<file path="config.mk">
export PLATFORM = sky130hd
export DESIGN_NAME = axis_ready_gen
export DESIGN_NICKNAME = d
export VERILOG_FILES = /design/src/rtl/axis_fifo_pkg.sv /design/src/rtl/axis_ready_gen.sv
export SDC_FILE = /design/constraint.sdc
export NUM_CORES = 1
export LEC_CHECK = 0
export BUFFER_PORTS_ARGS = -buffer_cell sky130_fd_sc_hd__buf_2
export CAP_MARGIN = 20
export CORE_MARGIN = 4
export CORE_UTILIZATION = 53
export DETAILED_ROUTE_END_ITERATION = 7
export PLACE_DENSITY = 0.77
export SYNTH_ARGS = -nofsm -noshare
export SYNTH_HDL_FRONTEND = slang
export SYNTH_SLANG_ARGS = --single-unit
</file>
<file path="constraint.sdc">
create_clock -name aclk -period 1.3 [get_ports aclk]
set_input_delay 0.065 -clock aclk [delete_from_list [all_inputs] [get_ports aclk]]
set_output_delay 0.065 -clock aclk [all_outputs]
set_load 0.02 [all_outputs]
</file>
<file path="src/rtl/axis_fifo_pkg.sv">
// Shared types and constants for the AXI-Stream FIFO test infrastructure:
// frame checker FSM states, error bit positions and the backpressure LFSR.
package axis_fifo_pkg;

  typedef enum logic {SOF, BODY} chk_state_t;

  // Bit positions inside the per-beat error vector / error_status
  localparam int ERR_DATA       = 0;
  localparam int ERR_LAST_EARLY = 1;
  localparam int ERR_LAST_MISS  = 2;
  localparam int ERR_KEEP       = 3;
  localparam int ERR_ID         = 4;
  localparam int ERR_USER       = 5;
  localparam int ERR_W          = 6;

  localparam logic [15:0] LFSR_SEED = 16'hACE1;

  // One step of the x^16+x^14+x^13+x^11+1 Fibonacci LFSR (right-shifting form)
  function automatic logic [15:0] lfsr_step(input logic [15:0] s);
    logic fb;
    fb = s[0] ^ s[2] ^ s[3] ^ s[5];
    return {fb, s[15:1]};
  endfunction

endpackage

</file>
<file path="src/rtl/axis_ready_gen.sv">
// Programmable backpressure source for the frame checker. The output depends
// only on registered state and the mode select, never on tvalid.
module axis_ready_gen
  import axis_fifo_pkg::*;
(
  input  logic       aclk,
  input  logic       aresetn,
  input  logic       enable,
  input  logic [1:0] ready_mode,
  output logic       gen
);

  logic [15:0] lfsr_q, lfsr_d;
  logic        alt_q, alt_d;
  logic        live_q, live_d;

  // Next state: LFSR advances on enabled cycles; the alternating phase is
  // parked at 1 outside mode 2 so that mode 2 always opens with a ready cycle.
  always_comb begin
    lfsr_d = enable ? lfsr_step(lfsr_q) : lfsr_q;
    live_d = 1'b1;
    alt_d  = alt_q;
    if (ready_mode != 2'd2) begin
      alt_d = 1'b1;
    end else if (enable) begin
      alt_d = ~alt_q;
    end
  end

  // State registers; live_q keeps gen low while and just after reset
  always_ff @(posedge aclk or negedge aresetn) begin
    if (!aresetn) begin
      lfsr_q <= LFSR_SEED;
      alt_q  <= 1'b1;
      live_q <= 1'b0;
    end else begin
      lfsr_q <= lfsr_d;
      alt_q  <= alt_d;
      live_q <= live_d;
    end
  end

  // Mode mux: always / LFSR ~75% / alternate / never
  always_comb begin
    unique case (ready_mode)
      2'd0:    gen = live_q;
      2'd1:    gen = live_q & (lfsr_q[0] | lfsr_q[1]);
      2'd2:    gen = live_q & alt_q;
      default: gen = 1'b0;
    endcase
  end

endmodule

</file>
After elaboration in Yosys (flattened, before gate mapping). Cells that the tools add are included.

Divide/modulo/power cells: 0. Magnitude comparators: 0. Add/subtract/negate cells: 0. Reduce and logical (&&, ||, !) cells: 2. Equal/unequal tests: 3. $mul: 0. Bitwise gates (word level): 7. Multiplexer cells: 3. Shifts and indexed selects: 0.

Operators with widths (number): case mux 1 bit (3 select lines) (1); bitwise XOR 1 bit (3); bitwise AND 1 bit (2); equality test 2 x 1 -> 1 bit, second input constant (1); equality test 2 bit, second input constant (1); zero test 2 bit (1); two-way mux 1 bit (2); != test 2 bit, second input constant (1); nonzero test 2 bit (1); inverter 1 bit (1); OR 1 bit (1).

Memory bits (read-only): 0. Bits in registers: 18. Word-level logic and storage cells: 18. Memory bits (writable): 0. Bits in latches: 0. Output and inout bits: 1. Memories kept: 0. Bits of input ports: 5.

Longest topological paths before layout.
Depth in word-level cells: 3. Mapped depth: 5. Mapped depth without buffers: 5.

Worst setup path after synthesis. Ideal clock, no wire load.

Path kind: flip-flop to output port. Start point: register lfsr_q[0]. End point: output gen. Cell stages (with the launch flop): 4. Required time: 1.235 ns. Path slack: 0.022 ns. Buffers on the path: 0. Data arrival time: 1.213 ns. Path through: dfstp_2 > or3_1 > a31oi_1 > nor3b_1.

Word-level cells in the longest chain between the ends: 3.

RTL lines: from (decl) (line axis_ready_gen.sv:13) `logic [15:0] lfsr_q, lfsr_d;`; from (signal assigned) (line axis_ready_gen.sv:37) `lfsr_q <= lfsr_d;`; OR 1 bit (line axis_ready_gen.sv:47) `2'd1: gen = live_q & (lfsr_q[0] | lfsr_q[1]);`; bitwise AND 1 bit (line axis_ready_gen.sv:47); case mux 1 bit (3 select lines) (line axis_ready_gen.sv:45) `unique case (ready_mode)`; to (decl) (line axis_ready_gen.sv:10) `output logic gen`.

No other way between the ends.

Final worst setup path. Ends and elaborated chain as after synthesis.

==> run_results.csv <==
group,metric,value,unit
synthesis,synth_most_common_cell,"mux2_2",
outcome,status,"finished with violations",
routing,drc,0,
sta,finalSetupViolCount,1,
critical_path,r2r_start,"lfsr_q[0]$_DFFE_PN1P_",
global_routing,grt_max_degree,19,
critical_path,crit_required,1240,ps
critical_path,crit_slowest_cell,"dfstp_2",
cts,cts.clk_slew.worst_paths,100,ps
synthesis,yosysUniqueCellTypes,15,
critical_path,cp_cell_sequence,"or3_1, a31oi_1, nor3b_1, buf_2",
sta,fin_worst_skew,6.33,ps
pwr,p_per_area,2190,nW/um2
global_routing,antenna_found_initial,0,
synthesis,async_reset_ff_frac,1.00,
cts,cts_tree,"done",
placement,io_buffers,5,
finish,fin_area,853,um2
finish,antennaDiodeCount,0,
synthesis,syn_area,778,um2
global_routing,grt-ovfl-total,0,
critical_path,slowest_delay,390,ps
synthesis,synth_common_cells,"mux2_2 (15), dfrtp_1 (9), dfstp_2 (9)",
routing,routed_wl,934,um
routing,routed-via-count,387,
outcome,violations,"negative setup slack",
routing,dr.pass1.iters,1,
synthesis,yosysTopAreaCell,"dfstp_2",
pwr,power_leakage,0.365,nW
placement,pre_cts_ws,52.7,ps
sta,hold_violations,0,
die,ios,6,
cts,clockRootBuffer,"clkbuf_4",
critical_path,worstRegToRegCells,4,
die,die_x,46.3,um
worst_hold_path,hold_path_depth,3,
die,fp.dieH,46.3,um
synthesis,synth_cells,52,
worst_hold_path,min_path_type,"input port to register",
worst_hold_path,hold_end,"alt_q$_DFFE_PN1P_",
critical_path,cp_num_cells,4,
die,dieArea,2150,um2
synthesis,syn_area_per_cell,15.0,um2
synthesis,ys_seq_elements,18,
sta,setup_ws,-165,ps
routing,ant_nets,0,
sta,rsz0062_at_grt,"true",
finish,utilization,0.632,
synthesis,synth_top_area_share,0.304,
synthesis,yosysSeqAreaShare,0.593,
cts,clk_latency,290,ps
cts,cts.sinks,18,
sta,fin_crit_sh,1.13,
critical_path,critical_path_class,"register to output port",
synthesis,synthFlopType,"dfstp_2",
finish,drive_gt1_frac,0.574,
die,core.rowCount,13,
cts,cts_max_level,1,
placement,gp_congestion,0.601,
global_routing,grt.total_usage,0.109,
pwr,power.total,0.00187,W
cts,cts_resized,0,
sta,period_needed,1460,ps
sta,finalMaxSlewViolations,0,
placement,placed_cell_area,800,um2
routing,post_drt_via_cell_ratio,5.09,
sta,fmax,0.683,GHz
sta,fin_tns_setup,-165,ps
finish,nets,70,
synthesis,synth_edf_count,0,
critical_path,r2r_slack,220,ps
routing,wl_per_cell,12.3,um
critical_path,path_delay_family,"simple AND/OR/NAND/NOR gates",
cts,cts_buffer_depth,2,
die,core-area,1350,um2
critical_path,startpoint_type,"register",
die,start_util,0.576,
placement,hpwl,686,um
critical_path,path_buf_inv,1,
flow_run,maxCapViolations,0,
critical_path,arrival,1400,ps
synthesis,synthTopCellsByArea,"dfstp_2 (30%), dfrtp_1 (29%), mux2_2 (22%), ha_1 (4.8%), xnor2_1 (4.5%)",
global_routing,grt_pass1_vias,400,
global_routing,grt_pass1_wl,1.63,mm
worst_hold_path,hp-start,"ready_mode[1]",
finish,fillCellCount,106,
routing,drt_iter0_markers,0,
finish,area_growth,9.65,%
synthesis,synth_nets,60,
cts,cts_made_buffers,3,
pwr,irDropWorstVdd,1.35,mV
synthesis,ys.warnings.count,0,
critical_path,r2r_end,"lfsr_q[15]$_DFFE_PN1P_",
critical_path,cp_max_fo,2,
critical_path,end_kind,"output port",
## per-layer routing
layer	wire [um]	share of wire	vias to the layer above	GRT usage
met5	0	0	-	0
met4	12	0.013	0	0.0341
met3	36	0.039	3	0.0469
met2	438	0.47	7	0.173
met1	446	0.48	185	0.132
li1	-	-	192	-
## power breakdown
group	total, W	leakage (nW)	switching (W)	internal (W)
combinational	0.000479	0.145	0.000162	0.000317
clock	0.000341	0.0210	0.000170	0.000171
sequential	0.00105	0.199	0.000139	0.000909
## timing repair
item                                    4_1_cts  5_1_grt
hold endpoints to repair                     18        0
endpoints found under the setup margin        1        1
setup buffers                                 1        0
hold buffers                                  1        0
pin swaps                                     1        0
## layout by cell type, fill, tap and decap left out
cell            n
a21oi_1         1
a31oi_1         1
buf_2           5
buf_4           1
clkbuf_4        3
clkbuf_8        1
conb_1          1
dfrtp_1         9
dfstp_2         9
dlygate4sd3_1   1
ha_1            3
inv_1           2
mux2_2         15
nand2_1         1
nor2_1          1
nor3b_1         1
or2b_2          1
or3_1           1
xnor2_1         4
## logic make-up after synthesis
kind of cell | share of synthesized area
compound gates | 0.0145
xor+xnor | 0.0450
fa+ha+maj | 0.0482
simple gates | 0.0386
other cells | 0.00482
mux | 0.217
buf+inv | 0.0386
flops | 0.593
## registers in the layout, indices dropped and copies added (netlist names)
name    cells
alt_q       1
lfsr_q     16
live_q      1
## tightest hold or removal path: stages
cell and delay, ps:
buf_2 110, ha_1 170, nand2_1 60
## stage by stage
step	instances	hold WS, ps
after global placement	70	5.30
after detailed placement	70	5.29
after CTS	76	117
after floorplan	52	-231
final	76	112
after global routing	76	131
## cell type report
type / count / area (um2) / area share
Sequential cell: 18 / 462 / 0.541
Multi-Input combinational cell: 30 / 287 / 0.336
Timing Repair Buffer: 7 / 42.5 / 0.0499
Clock buffer: 4 / 36.3 / 0.0425
Tap cell: 15 / 18.8 / 0.0220
Inverter: 2 / 7.51 / 0.00880
## how the worst max path moves through the flow
stage               end                   from  slack [ps]
floorplan           gen  lfsr_q[0]$_DFFE_PN1P_          20
global placement    gen          ready_mode[0]          80
detailed placement  gen          ready_mode[0]          50
CTS                 gen  lfsr_q[0]$_DFFE_PN1P_        -180
global route        gen  lfsr_q[0]$_DFFE_PN1P_        -210
finish              gen  lfsr_q[0]$_DFFE_PN1P_        -160
No activity file was read; power rests on OpenSTA's default activity.
